## src/rtl/counter_fsm_unit_pkg.sv

```systemverilog
// rtl/counter_fsm_unit_pkg.sv - shared state type and default window constants for the window timer
package counter_fsm_unit_pkg;

  // Window timer states: IDLE holds the counter at 0, COUNT runs the window
  typedef enum logic {
    IDLE  = 1'b0,
    COUNT = 1'b1
  } state_t;

  // Algorithm initialisation period: 3 s of samples at 360 Hz
  localparam int INIT_PERIOD_SAMPLES = 1080;
  localparam int INIT_PERIOD_WIDTH   = 11;

endpackage

```

## src/rtl/counter_fsm_unit_if.sv

```systemverilog
// rtl/counter_fsm_unit_if.sv - start/enable/active signal bundle for the window timer
interface counter_fsm_unit_if;
  import counter_fsm_unit_pkg::*;

  logic i_ce;
  logic i_start;
  logic o_active;

  // Controller side: drives start and the sample enable, observes the window
  modport master (
    output i_ce,
    output i_start,
    input  o_active
  );

  // Timer side
  modport slave (
    input  i_ce,
    input  i_start,
    output o_active
  );

endinterface

```

## src/rtl/counter_fsm_unit.sv

```systemverilog
// rtl/counter_fsm_unit.sv - one-shot retriggerable window timer counting i_ce-qualified cycles
module counter_fsm_unit
  import counter_fsm_unit_pkg::*;
#(
  parameter int MAX_VAL      = INIT_PERIOD_SAMPLES,
  parameter int MAX_VAL_SIZE = INIT_PERIOD_WIDTH
) (
  input  logic                i_clk,
  input  logic                i_nrst,
  counter_fsm_unit_if.slave   bus
);

  // The window must be at least one cycle and the terminal value must fit the counter
  if (MAX_VAL < 1 || MAX_VAL >= (1 << MAX_VAL_SIZE)) begin : g_bad_max_val
    $error("counter_fsm_unit: MAX_VAL must be in 1 .. 2**MAX_VAL_SIZE-1");
  end

  // Last counter value of the window; equality compare, so the counter never wraps
  localparam logic [MAX_VAL_SIZE-1:0] TERMINAL = MAX_VAL_SIZE'(MAX_VAL - 1);

  state_t                  state;
  state_t                  state_nxt;
  logic [MAX_VAL_SIZE-1:0] cnt;
  logic [MAX_VAL_SIZE-1:0] cnt_nxt;

  // State and counter registers, cleared immediately on reset
  always_ff @(posedge i_clk or negedge i_nrst) begin
    if (!i_nrst) begin
      state <= IDLE;
      cnt   <= '0;
    end else begin
      state <= state_nxt;
      cnt   <= cnt_nxt;
    end
  end

  // Next state and window output; start always wins, even on the terminal count
  always_comb begin
    state_nxt    = state;
    cnt_nxt      = cnt;
    bus.o_active = (state == COUNT) || bus.i_start;

    if (bus.i_start) begin
      state_nxt = COUNT;
      cnt_nxt   = '0;
    end else begin
      case (state)
        IDLE: begin
          cnt_nxt = '0;
        end
        COUNT: begin
          if (bus.i_ce) begin
            if (cnt == TERMINAL) begin
              state_nxt = IDLE;
              cnt_nxt   = '0;
            end else begin
              cnt_nxt = cnt + MAX_VAL_SIZE'(1);
            end
          end
        end
        default: begin
          state_nxt = IDLE;
          cnt_nxt   = '0;
        end
      endcase
    end
  end

endmodule

```

## src/flat_wrapper.sv

```systemverilog
// flat-port wrapper written by rule: the top's interface ports become plain ports
module counter_fsm_unit_flat import counter_fsm_unit_pkg::*;
#(
  parameter int MAX_VAL      = INIT_PERIOD_SAMPLES,
  parameter int MAX_VAL_SIZE = INIT_PERIOD_WIDTH
)
  (i_clk, i_nrst, bus_i_ce, bus_i_start, bus_o_active);
  counter_fsm_unit_if bus_i ();
  input  logic i_clk;
  input  logic i_nrst;
  input wire logic [$bits(bus_i.i_ce)-1:0] bus_i_ce;
  input wire logic [$bits(bus_i.i_start)-1:0] bus_i_start;
  output wire logic [$bits(bus_i.o_active)-1:0] bus_o_active;
  assign bus_i.i_ce = bus_i_ce;
  assign bus_i.i_start = bus_i_start;
  assign bus_o_active = bus_i.o_active;
  counter_fsm_unit #(.MAX_VAL(MAX_VAL), .MAX_VAL_SIZE(MAX_VAL_SIZE)) u_core (.i_clk(i_clk), .i_nrst(i_nrst), .bus(bus_i));
endmodule
```

## config.mk

```make
export PLATFORM = sky130hd
export DESIGN_NAME = counter_fsm_unit_flat
export DESIGN_NICKNAME = d
export VERILOG_FILES = /design/src/rtl/counter_fsm_unit_pkg.sv /design/src/rtl/counter_fsm_unit_if.sv /design/src/rtl/counter_fsm_unit.sv /design/src/flat_wrapper.sv
export SDC_FILE = /design/constraint.sdc
export NUM_CORES = 1
export LEC_CHECK = 0
export CAP_MARGIN = 10
export CORE_AREA = 2 2 39 41
export CTS_CLUSTER_DIAMETER = 50
export CTS_CLUSTER_SIZE = 28
export DETAILED_ROUTE_END_ITERATION = 16
export DIE_AREA = 0 0 41 43
export PLACE_DENSITY = 0.7
export SLEW_MARGIN = 20
export SYNTH_ARGS = -nofsm -noshare
export SYNTH_HDL_FRONTEND = slang
export SYNTH_SLANG_ARGS = --single-unit
```

## constraint.sdc

```tcl
create_clock -name i_clk -period 1.66 [get_ports i_clk]
set_input_delay 0.332 -clock i_clk [delete_from_list [all_inputs] [get_ports i_clk]]
set_output_delay 0.332 -clock i_clk [all_outputs]
set_load 0.1 [all_outputs]
```

==> results_dict.tcl, run 1 <==
set metrics [dict create \
    postSynthNetCount 67 \
    grt_max_degree 13 \
    fillCellCount 116 \
    arrival_ns 1.18 \
    grt_pass1_wl_um 2340 \
    cts_setup_buffers 0 \
    layout_common_cells "dfrtp_1, nor2_1, nand2_1, xnor2_1, buf_4" \
    die_w_um 41 \
    status "completed" \
    dpl_cell_area_um2 778 \
    ant_nets 0 \
    cts_made_buffers 3 \
    cp-startpoint "u_core.state" \
    yosysWarnings 0 \
    r2r_start "u_core.cnt[6]" \
    relSlewSlack_pct 63.0 \
    p_leak_uw 0.000364 \
    tightest_slew_ns 0.553 \
    reg2reg_depth 4 \
    ys_ff_latch 12 \
    h-tree-depth 1 \
    clkLatencyLatePin_ns 0.28 \
    postSynthCellCount 62 \
    clkSinkCount 12 \
    setup_viol 0 \
    clockRootBuffer "clkbuf_4" \
    via_count 515 \
    fin_crit_sh_pct 90.8 \
    period_minus_slack_ns 1.51 \
    design_area_um2 800 \
    first_pass_iters 4 \
    drc 0 \
    viasPerCell 5.72 \
    ys_seq_area_share_pct 44.8 \
    grtUsageTotal_pct 20.5 \
    max_freq_mhz 663 \
    grt_antenna_before_repair 0 \
    start_util_pct 48.5 \
    hold_viol_final 0 \
    grt_pass1_vias 537 \
    drt-initial-drc-count 13 \
    critPathCaptureType "output port" \
    clk_pin_slew_ns 0.07 \
    wl_um 1360 \
    multi_input_area_um2 370 \
    ios 5 \
    crit_type "flop to output port" \
    hold_path_class "input pin to asynchronous set/reset pin" \
    ys_types 25 \
    rsz0062_at_grt "no" \
    n_antenna_cell 0 \
    finalNonFillerCells 90 \
    port_buffers 4 \
    crit_fanout 4 \
    drv_cap 0 \
    detail_route.wl_per_cell_um 15.1 \
    timing.final.ws_setup_ns 0.152 \
    avgSynthCellArea_um2 10.8 \
    peakVddDrop_uv 410 \
    dieArea_mm2 0.00176 \
    die_h_um 43 \
    r2r-end "u_core.cnt[5]" \
    fin_worst_skew_ns 0.00193 \
    seq_area_um2 300 \
    clockBufferDepth 2 \
    reg2reg_slack_ns 0.17 \
    rows 14 \
    gp_congestion 0.799 \
    mostFrequentLayoutCell "dfrtp_1" \
    start_kind "flop" \
    dpl.hpwl_um 966 \
    overflow 0 \
    drive_above_1_share_pct 23.0 \
    place_inst 87 \
    area_growth_pct 19.2 \
    synth_area_um2 671 \
    fin_total_pwr_uw 532 \
    cts_tree "built" \
    power_density_mw_per_mm2 665 \
    slew_viol_final 0 \
    nets 81 \
    core-area_mm2 0.00138 \
    post-place-ws_ns -0.104 \
    cp.required_ns 1.33 \
]
==> synth_stat cells <==
master    n  share of area [%]
a31oi_1   1               0.93
nor4_2    1                1.9
ha_1      1                1.9
xnor2_1   7                9.1
and2_1    2                1.9
nand2_1   7                3.9
nor3_1    2                1.5
nor4_4    1                3.2
nand4_4   1                3.2
nor2b_2   1                1.3
nor3b_4   1                2.8
dfrtp_1  12                 45
mux2_2    1                1.7
a211o_1   2                2.6
a22o_1    1                1.3
nor2_2    1               0.93
nor2_1    8                4.5
nand3_1   3                2.2
o211a_1   2                3.0
and4_1    1                1.3
nor4_1    2                1.9
nor4b_1   1                1.3
a21o_1    1                1.1
or2_2     1               0.93
nand4_1   1               0.93
==> stage by stage <==
stage,setup TNS (ns),hold WS [ns],util (%)
floorplan,0,0.0364,-
global placement,-0.191,0.512,56.2
detailed placement,-0.579,0.523,56.2
CTS,0,0.425,57.8
global route,0,0.475,57.8
finish,0,0.407,57.8
==> area by class of cell <==
class                           instances  share of cell area, %
Sequential cell                        12                   37.6
Clock buffer                            3                   2.82
Multi-Input combinational cell         50                   46.3
Tap cell                               16                   2.50
Timing Repair Buffer                    9                   10.8
==> worst max path at each step <==
stage                endpoint  slack, ns  cells past startpoint
2_1_floorplan   u_core.cnt[0]       0.36                      3
3_3_place_gp    u_core.cnt[9]      -0.07                      6
3_5_place_dp   u_core.cnt[10]      -0.10                      6
4_1_cts          bus_o_active       0.14                      2
5_1_grt         u_core.cnt[9]       0.02                      4
6_report         bus_o_active       0.15                      2
==> timing repair <==
action / in CTS / in global routing
hold buffers: 0 / 0
gates resized for setup: 1 / 0
setup endpoints to repair: 1 / 0
==> power by group <==
| part | total [µW] | switching (µW) | internal [µW] |
|---|---|---|---|
| logic | 46.8 | 25.7 | 21.2 |
| clock network | 185 | 101 | 84.2 |
| registers | 300 | 3.72 | 296 |
| total | 532 | 130 | 402 |
==> kinds of logic after synthesis <==
logic type	after synthesis	share of synthesized area, %
adder cells (fa/ha/maj)	1	1.87
flip-flops	12	44.8
XOR/XNOR	7	9.14
AO/OA/AOI/OAI	7	8.96
AND/OR/NAND/NOR	34	33.6
multiplexers	1	1.68
==> worst max-delay path, stage by stage, from the launching register on <==
cell and delay (ns):
dfrtp_1 0.41, or2_2 0.31, buf_12 0.17
==> metal layers <==
metal  vias to the layer above  part of all wire, %  track usage, %
met5                         -                    0               0
met4                         0                  3.6            14.0
met3                         5                  4.6            4.71
met2                        19                   44            26.9
met1                       240                   47            28.9
li1                        251                    -               -
==> registers in the layout (all words and copies together) (netlist names) <==
signal / count
u_core.state: 1
u_core.cnt: 11
(Power assumes the default switching activity.)
==> run 2, diff against run 1 <==
--- a/config.mk
+++ b/config.mk
@@ -11,6 +11,7 @@
 export CTS_CLUSTER_SIZE = 28
 export DETAILED_ROUTE_END_ITERATION = 16
 export DIE_AREA = 0 0 41 43
+export MAX_ROUTING_LAYER = met4
 export PLACE_DENSITY = 0.7
 export SLEW_MARGIN = 20
 export SYNTH_ARGS = -nofsm -noshare
==> results of run 2 <==
Same layout as run 1: the final DEF is identical, and so are final timing and power.
Among the figures that moved: final weighted congestion in routability-driven placement 0.799 -> 0.810; wire length of the first global-routing pass 2340 µm -> 2330 µm; via count of the first global-routing pass 537 -> 538; overall routing resource usage 20.5% -> 20.9%; met1 usage 28.9% -> 28.6%
